<file path="config.mk">
export PLATFORM = sky130hd
export DESIGN_NAME = fire_dec
export DESIGN_NICKNAME = d
export VERILOG_FILES = /design/src/rtl/fire_pkg.sv /design/src/rtl/fire_p_lfsr.sv /design/src/rtl/fire_dec.sv
export SDC_FILE = /design/constraint.sdc
export NUM_CORES = 1
export LEC_CHECK = 0
export ABC_AREA = 1
export BUFFER_PORTS_ARGS = -buffer_cell sky130_fd_sc_hd__buf_2
export CORE_MARGIN = 2
export CORE_UTILIZATION = 55
export CTS_CLUSTER_SIZE = 14
export DETAILED_ROUTE_END_ITERATION = 8
export PLACE_DENSITY = 0.78
export SETUP_SLACK_MARGIN = 0.2
export SYNTH_ARGS = -nofsm -noshare
export SYNTH_HDL_FRONTEND = slang
export SYNTH_HIERARCHICAL = 1
export SYNTH_SLANG_ARGS = --single-unit
</file>
<file path="constraint.sdc">
create_clock -name clk -period 3.5 [get_ports clk]
set_input_delay 0.175 -clock clk [delete_from_list [all_inputs] [get_ports clk]]
set_output_delay 0.175 -clock clk [all_outputs]
set_load 0.03 [all_outputs]
</file>
<file path="src/rtl/fire_pkg.sv">
// Shared constants, state/mode enums and helpers for the serial Fire-code decoder.
// Default build has no statistics; define FIRE_DEC_STATS_EN to add them.
package fire_pkg;

    localparam int N   = 64;
    localparam int K   = 40;
    localparam int C   = 15;
    localparam int M   = 9;
    localparam int L   = 8;
    localparam int CW  = 11;
    localparam int NW  = $clog2(N);
    localparam int CPW = $clog2(C);

    localparam logic [M-1:0] P_TAPS = 9'b000010001;

    typedef enum logic [2:0] {
        IDLE,
        SYND,
        CHECK,
        TRAP,
        LOCATE,
        FIN
    } state_t;

    typedef enum logic [1:0] {
        LF_HOLD,
        LF_LOAD,
        LF_SHIFT,
        LF_MULX
    } lf_mode_t;

    // Index of the highest set bit of a burst pattern (0 for an all-zero pattern).
    function automatic logic [CW-1:0] msb_idx(input logic [L-1:0] b);
        msb_idx = '0;
        for (int n = 0; n < L; n++) begin
            if (b[n]) msb_idx = CW'(n);
        end
    endfunction

endpackage

</file>
<file path="src/rtl/fire_p_lfsr.sv">
// M-bit remainder register modulo p(x): hold, parallel load, shift in one
// received bit (MSB first), or multiply the contents by x.
module fire_p_lfsr
    import fire_pkg::*;
(
    input  logic         clk,
    input  logic         rst_n,
    input  lf_mode_t     mode,
    input  logic [M-1:0] load_val,
    input  logic         bit_in,
    output logic [M-1:0] q
);

    logic [M-1:0] times_x;

    always_comb begin
        times_x = {q[M-2:0], 1'b0} ^ (q[M-1] ? P_TAPS : '0);
    end

    always_ff @(posedge clk or negedge rst_n) begin
        if (!rst_n) begin
            q <= '0;
        end else begin
            case (mode)
                LF_LOAD:  q <= load_val;
                LF_SHIFT: q <= times_x ^ {{(M-1){1'b0}}, bit_in};
                LF_MULX:  q <= times_x;
                default:  q <= q;
            endcase
        end
    end

endmodule

</file>
<file path="src/rtl/fire_dec.sv">
// Serial Fire-code decoder: syndromes, burst trapping in s_c, location via p(x) search.
// Optional FIRE_DEC_STATS_EN adds saturating corrected/uncorrectable counters.
module fire_dec
    import fire_pkg::*;
(
    input  logic          clk,
    input  logic          rst_n,
    input  logic          start,
    input  logic [N-1:0]  data_in,
    output logic          busy,
    output logic          done,
    output logic [N-1:0]  data_out,
    output logic          corrected,
    output logic          uncorrectable,
    output logic [CW-1:0] err_pos,
    output logic [L-1:0]  burst,
    output logic [CW-1:0] count
`ifdef FIRE_DEC_STATS_EN
    ,
    output logic [15:0]   n_corr,
    output logic [15:0]   n_uncorr
`endif
);

    state_t         state, state_nxt;
    logic [N-1:0]   word;
    logic [C-1:0]   s_c;
    logic [M-1:0]   s_p, t;
    logic [L-1:0]   b_reg;
    logic [CPW-1:0] j, ph;
    lf_mode_t       sp_mode, t_mode;
    logic [NW-1:0]  r_idx;
    logic           r_bit, trap_hit, match, in_range;

    fire_p_lfsr u_sp (
        .clk      (clk),
        .rst_n    (rst_n),
        .mode     (sp_mode),
        .load_val ('0),
        .bit_in   (r_bit),
        .q        (s_p)
    );

    fire_p_lfsr u_t (
        .clk      (clk),
        .rst_n    (rst_n),
        .mode     (t_mode),
        .load_val ({{(M-L){1'b0}}, s_c[L-1:0]}),
        .bit_in   (1'b0),
        .q        (t)
    );

    always_comb begin
        r_idx    = NW'(N-1) - count[NW-1:0];
        r_bit    = word[r_idx];
        trap_hit = (s_c[C-1:L] == '0) && s_c[0];
        match    = (ph == j) && (t == s_p);
        in_range = (count + msb_idx(b_reg)) <= CW'(N-1);
    end

    always_ff @(posedge clk or negedge rst_n) begin
        if (!rst_n) state <= IDLE;
        else        state <= state_nxt;
    end

    always_comb begin
        state_nxt = state;
        sp_mode   = LF_HOLD;
        t_mode    = LF_HOLD;
        case (state)
            IDLE: begin
                if (start) begin
                    state_nxt = SYND;
                    sp_mode   = LF_LOAD;
                end
            end
            SYND: begin
                sp_mode = LF_SHIFT;
                if (count == CW'(N-1)) state_nxt = CHECK;
            end
            CHECK: begin
                if ((s_c == '0) || (s_p == '0)) state_nxt = FIN;
                else                            state_nxt = TRAP;
            end
            TRAP: begin
                if (trap_hit) begin
                    state_nxt = LOCATE;
                    t_mode    = LF_LOAD;
                end else if (count == CW'(C-1)) begin
                    state_nxt = FIN;
                end
            end
            LOCATE: begin
                if (match || (count == CW'(N-1))) state_nxt = FIN;
                else                              t_mode    = LF_MULX;
            end
            FIN:     state_nxt = IDLE;
            default: state_nxt = IDLE;
        endcase
    end

    // count doubles as bit index in SYND, rotation k in TRAP and position i in LOCATE.
    always_ff @(posedge clk or negedge rst_n) begin
        if (!rst_n) begin
            busy          <= 1'b0;
            done          <= 1'b0;
            data_out      <= '0;
            corrected     <= 1'b0;
            uncorrectable <= 1'b0;
            err_pos       <= '0;
            burst         <= '0;
            count         <= '0;
            word          <= '0;
            s_c           <= '0;
            b_reg         <= '0;
            j             <= '0;
            ph            <= '0;
        end else begin
            done <= 1'b0;
            case (state)
                IDLE: begin
                    if (start) begin
                        word          <= data_in;
                        s_c           <= '0;
                        count         <= '0;
                        busy          <= 1'b1;
                        data_out      <= '0;
                        corrected     <= 1'b0;
                        uncorrectable <= 1'b0;
                        err_pos       <= '0;
                        burst         <= '0;
                    end
                end
                SYND: begin
                    s_c   <= {s_c[C-2:0], s_c[C-1]} ^ {{(C-1){1'b0}}, r_bit};
                    count <= count + 1'b1;
                end
                CHECK: begin
                    count    <= '0;
                    data_out <= word;
                    if ((s_c != '0) != (s_p != '0)) uncorrectable <= 1'b1;
                end
                TRAP: begin
                    if (trap_hit) begin
                        b_reg <= s_c[L-1:0];
                        j     <= count[CPW-1:0];
                        count <= '0;
                        ph    <= '0;
                    end else begin
                        s_c   <= {s_c[0], s_c[C-1:1]};
                        count <= count + 1'b1;
                        if (count == CW'(C-1)) uncorrectable <= 1'b1;
                    end
                end
                LOCATE: begin
                    if (match) begin
                        if (in_range) begin
                            data_out  <= word ^ ({{(N-L){1'b0}}, b_reg} << count);
                            corrected <= 1'b1;
                            err_pos   <= count;
                            burst     <= b_reg;
                        end else begin
                            uncorrectable <= 1'b1;
                        end
                    end else if (count == CW'(N-1)) begin
                        uncorrectable <= 1'b1;
                    end else begin
                        count <= count + 1'b1;
                        ph    <= (ph == CPW'(C-1)) ? '0 : ph + 1'b1;
                    end
                end
                FIN: begin
                    done <= 1'b1;
                    busy <= 1'b0;
                end
                default: ;
            endcase
        end
    end

`ifdef FIRE_DEC_STATS_EN
    always_ff @(posedge clk or negedge rst_n) begin
        if (!rst_n) begin
            n_corr   <= '0;
            n_uncorr <= '0;
        end else if (state == FIN) begin
            if (corrected && (n_corr != '1))         n_corr   <= n_corr + 1'b1;
            if (uncorrectable && (n_uncorr != '1))   n_uncorr <= n_uncorr + 1'b1;
        end
    end
`endif

endmodule
</file>
# Word-level counts from Yosys, hierarchy flattened
# Cells that the tools add are included.
[totals]
in_bits = 67
regBits = 214
output_inout_bits = 98
wordCells = 152
[op_classes]
n_bitwise = 5
shift = 1
magnitude_cmp = 2
muxes = 63
reduce_logical = 30
eq_ne = 31
add_sub_neg = 4
[ops]
columns = ["operator", "n"]
rows = [
  ["$mux 64", 3],
  ["$pmux 64 s3", 1],
  ["$mux 11", 10],
  ["$shl 8x11->64", 1],
  ["$xor 64x64->64", 1],
  ["$pmux 11 s5", 1],
  ["$pmux 15 s3", 1],
  ["$mux 15", 2],
  ["$pmux 9 s3", 1],
  ["$mux 8", 3],
  ["$ne 2x2->1 const B", 11],
  ["$pmux 11 s2", 1],
  ["$reduce_and 4->1", 5],
  ["$mux 3", 6],
  ["$pmux 9 s2", 1],
  ["$xor 9x9->9", 2],
  ["$mux 4", 4],
  ["$pmux 8 s2", 1],
  ["$logic_not 15->1", 1],
  ["$mux 1", 15],
  ["$pmux 3 s5", 1],
  ["$reduce_bool 15->1", 1],
  ["$xor 15x1->15", 1],
  ["$add 11x1->11 const B", 1],
  ["other kinds (39)", 61],
]

# Longest topological paths before layout
[logic_depth]
word_depth = 12
mapped_depth = 22
ltp_nobuf = 20

# By module
# Netlist, hierarchy kept.
[modules_own_cells]
columns = ["module", "area_each_um2", "n_inst", "cells_per_inst", "seq_area_each_um2"]
rows = [
  ["fire_dec", 12197.9, 1, 1759, 4904.7],
  ["fire_p_lfsr", 460.4, 2, 58, 225.2],
]

# Worst setup path before layout
# Ideal clock, no wire load.
[synth_timing]
path_type = "reg-to-reg"
startpoint = "register b_reg[2]"
endpoint = "register data_out[4]"
setup_time_ns = 0.126
arrival_time_ns = 2.379
n_path_buf = 2
period_less_slack_ns = 2.506
slack_ns = 0.994
stages_incl_launch_ff = 21
required_ns = 3.374
cell_sequence = "dfrtp_1 inv_1 nand2_1 nand2_1 a21oi_1 o21ai_0 ha_1 inv_1 fa_1 inv_1 a21oi_1 o21ai_1 nand2_1 a21oi_2 nand2_1 nand2_1 nand3_2 buf_6 buf_2 nor2_1 a21boi_1"
[synth_between]
elab_chain_len = 10
word_cells_on_any_way = 15
cone_classes = "1 x add/sub; 1 x order compare; 1 x eq/ne; 1 x shift; 9 x mux; 1 x bitwise; 1 x reduce/logical"
[synth_lines]
columns = ["item", "line", "rtl"]
rows = [
  ["from (decl)", "fire_dec.sv:29", "logic [L-1:0] b_reg;"],
  ["from (signal assigned)", "fire_dec.sv:145", "b_reg <= s_c[L-1:0];"],
  ["$mux 2 (2 in series)", "fire_pkg.sv:36", "if (b[n]) msb_idx = CW'(n);"],
  ["$mux 11 (4 in series)", "fire_pkg.sv:36", ""],
  ["$add 11x11->11", "fire_dec.sv:58", "in_range = (count + msb_idx(b_reg)) <= CW'(N-1);"],
  ["$le 11x6->1", "fire_dec.sv:58", ""],
  ["$ne 2x2->1 (no source line)", "n/a", ""],
  ["$reduce_and 4->1 (no source line)", "n/a", ""],
  ["to (signal assigned)", "fire_dec.sv:140", "data_out <= word;"],
  ["to (signal assigned)", "fire_dec.sv:158", "data_out <= word ^ ({{(N-L){1'b0}}, b_reg} << count);"],
  ["to (decl)", "fire_dec.sv:12", "output logic [N-1:0] data_out,"],
]
# Several ways; a longest one is shown, not always the timed one. The select of a mux whose other input is x is not followed.
# A chain may end at the register's enable or synchronous reset.

# Worst setup path in the final report
[layout_timing]
startpoint = "register b_reg[2]"
endpoint = "register data_out[7]"
# Same word-level chain as after synthesis.

==> summary.txt <==
Drt
  – Routed length per instance: 17.7 µm
  – Routed vias: 13700
  – Routed Antenna Nets: 0
  – Top Metal Used: met4
  – DRT met1 WL: 17.1 mm
  – Drt pass-1 iters: 6
  – Via/cell ratio: 5.71
  – DRC: 0
  – Initial DRC Count: 1752
  – Total Wirelength: 42.6 mm
  – Met3 wire len: 4.79 mm
  – Routed length on met2: 18.9 mm

Pwr
  – Leak pwr: 7.91 nW
  – Int Pwr: 7.12 mW
  – PD cells: 865 mW/mm²
  – Clk network pwr share: 0.195
  – Comb power frac: 0.496
  – Sw Pwr: 6.42 mW
  – Proportion of power drawn by flip-flops and latches: 0.310
  – VDD IR-drop max: 0.000517 V
  – Total power: 13.5 mW
  – Switching Share: 0.474

Timing
  – Worst-margin pin slew: 0.996 ns
  – Max frequency: 336 MHz
  – Max Slew Vio Count: 0
  – Final hold violation count: 0
  – Post-layout min period: 2.98 ns
  – Clock Skews: 0.0193 ns
  – Final hold slack: 0.304 ns
  – Fin crit share: 0.850
  – Final setup fails: 0
  – Unrepaired setup endpoints after global routing: no
  – Setup_tns: 0 ns
  – Max transition margin: 0.334
  – Slack of the critical path: 0.523 ns

Floorplanning
  – DIE AREA: 0.0251 mm²
  – Initial Util: 0.559
  – # rows: 56
  – Core ar.: 0.0235 mm²
  – Die height: 158 µm
  – I/O pin count: 165
  – Chip width: 158 µm

Clock network
  – Reg clk slew, reported paths: 0.06 ns
  – H-tree Lvls: 1
  – CTS max path bufs: 3
  – CTS tree: built
  – Clock buffer count from CTS: 24
  – # clock sinks: 214
  – CTS Root Cell: clkbuf_16
  – Clock Latency Late Sink: 0.53 ns
  – Post-cts sizing count: 0

Yosys
  – Largest family of logic cells by synthesized area: simple AND/OR/NAND/NOR gates
  – Compound-cell area share of the yosys netlist: 0.128
  – Post-synthesis sequential area ratio: 0.408
  – Synthesized flop and latch total: 214
  – Area share of and/or/nand/nor cells after synthesis: 0.339
  – Area contributors post-synth: dfrtp_1 41%, nand2_1 15%, nand3_1 8.7%, inv_1 5.8%, o21ai_0 5.3%
  – Proportion of synthesized area in mux cells: 0
  – Distinct cell type count after synthesis: 43
  – Avg Cell Area, Syn: 7.00 µm²
  – Synth warnings: 6
  – Cell Area, Synth: 0.0131 mm²
  – Adder-Cell Fraction of Synth Area: 0.00916
  – Xor/xnor cell area share of the yosys netlist: 0.0120
  – Dominant cell type by area after synthesis: dfrtp_1
  – Yosys top cell area share: 0.408
  – Cell count after synthesis: 1875

Layout
  – Final Util: 0.667
  – Ant. Diodes: 0
  – Biggest regs: data_out x64, word x64, s_c x15
  – Commonest non-fill, non-tap cells in the layout: 535 x nand2_1, 227 x nand3_1, 213 x dfrtp_1
  – Final #Nets: 2147
  – Commonest non-fill, non-tap cell in the layout: nand2_1
  – Layout cell share with drive strength beyond 1: 0.134
  – P&R area growth vs syn: 19.3%

Global routing
  – Vias in the first global route: 13000
  – Gr ovfl total: 0
  – First-pass GRT wire length: 67.2 mm
  – All-Layer GR Usage: 0.341
  – Largest net degree at the start of global routing: 126
  – Initial antenna violation count: 0

Worst setup path
  – CP Data Arrival Time: 3.39 ns
  – Reg2reg path depth: 20
  – Slowest-stage cell, CP: dfrtp_1
  – Worst EP required: 3.91 ns
  – Critical path cell sequence: inv_1 > nand2_1 > nand2_1 > a21oi_1 > o21ai_0 > ha_1 > inv_1 > fa_1 > inv_1 > a21oi_1 > nor2_1 > o21ai_0 > nand2_1 > a21oi_2 > nand2_1 > nand2_1 > nand3_4 > buf_4 > nand2_1 > a21boi_1
  – Worst-path maximum fanout: 39
  – CP max stage delay: 0.40 ns
  – Delay-heaviest family, CP: simple AND/OR/NAND/NOR gates
  – Worst path most repeated cell: nand2_1
  – Flop-to-flop setup slack: 0.52 ns
  – CP Capture Type: flip-flop
  – RR Endpoint: data_out[7]$_DFFE_PN0P_
  – Buffers & Inverters on Critical Path: 4
  – Worst R2R Start: b_reg[2]$_DFFE_PN0P_
  – Critical Path Source Type: flip-flop
  – Crit path kind: flip-flop to flip-flop

Worst hold path
  – Hold crit path type: input pin to asynchronous set/reset pin

Place
  – Pre-CTS setup slack: 0.621 ns
  – Detailed Place HPWL: 27.9 mm
  – IO Port Bufs: 164
  – Routability cong.: 0.972

Status
  – Status: finished, final reports clean

Run
  – Max_cap viols: 0
## how the worst max path moves through the flow
stage                              start                  endpoint  slack [ns]  cells after the start
global route        b_reg[2]$_DFFE_PN0P_   data_out[7]$_DFFE_PN0P_        0.25                     20
detailed placement  b_reg[2]$_DFFE_PN0P_  data_out[14]$_DFFE_PN0P_        0.62                     20
finish              b_reg[2]$_DFFE_PN0P_   data_out[7]$_DFFE_PN0P_        0.52                     20
CTS                 b_reg[2]$_DFFE_PN0P_   data_out[7]$_DFFE_PN0P_        0.56                     20
global placement    b_reg[2]$_DFFE_PN0P_   data_out[4]$_DFFE_PN0P_        0.66                     20
floorplan           b_reg[2]$_DFFE_PN0P_   data_out[4]$_DFFE_PN0P_        0.99                     20
## per-layer routing
| layer | vias to the layer above | GRT usage |
|---|---|---|
| met5 | - | 0 |
| met2 | 834 | 0.515 |
| met4 | 0 | 0.148 |
| met3 | 155 | 0.0710 |
| li1 | 6434 | - |
| met1 | 6313 | 0.475 |
## final cells by class
class	count	area (µm²)
sequential	214	5360
clock inverter	5	75.1
clock buffer	38	744
timing repair buffer	261	1800
fill	2028	7830
tap	319	399
inverter	218	822
multi-input combinational	1352	6450
## synth_stat cells
library cell / instances
ha_1: 8
buf_2: 34
nor2_1: 162
nand3_2: 2
clkinv_1: 1
nand3_1: 227
nor2_8: 1
inv_4: 1
nand2_2: 6
nand2_1: 535
nand3b_1: 7
buf_6: 13
nor3_1: 21
nor3_2: 4
inv_2: 14
buf_1: 2
nor2_2: 3
o21ai_1: 27
nor3b_1: 2
conb_1: 1
o221ai_1: 1
xnor2_1: 4
inv_1: 202
o2111ai_1: 1
nand4_1: 37
a21boi_1: 57
buf_4: 6
a22oi_1: 8
nor2_4: 7
o21ai_0: 138
o21ai_2: 1
a21oi_2: 2
or2_2: 1
nor4_1: 5
clkbuf_1: 47
dfrtp_1: 214
fa_1: 1
a21oi_1: 32
xor2_1: 14
o211ai_1: 8
nand2_4: 3
a211oi_1: 1
o22ai_1: 14
## worst register-to-register path: cells and delay by family (launching register included)
kind                       cells  cell delay, ns
buffers and inverters          4            0.60
AOI/OAI and AO/OA              6            0.59
and+or+nand+nor                8            0.75
DFF                            1            0.40
adders and majority gates      2            0.54
## what timing repair did
action,CTS,global route
setup buffers,0,0
hold buffers,66,0
hold endpoints to repair,174,0
## power groups by stage
stage               logic [mW]  registers (mW)  clock network [mW]
floorplan                 4.13            4.75                   0
global placement          6.27            4.15                   0
detailed placement        6.48            4.17                   0
CTS                       6.58            4.15                2.65
global route              7.41            4.28                2.75
finish                    6.71            4.19                2.63
## metrics by stage
step	std cells	cell area (µm²)
4_1_cts	2407	15600
2_1_floorplan	1886	13200
3_3_place_gp	2298	14200
6_report	2407	15600
3_5_place_dp	2298	14200
5_1_grt	2407	15600
## cell families after synthesis
kind of cell             Yosys count
AND/OR/NAND/NOR                 1023
flip-flops                       214
buffers and inverters            320
other                              1
XOR/XNOR                          18
AO/OA/AOI/OAI                    290
adder cells (fa/ha/maj)            9
(Power assumes the default switching activity.)
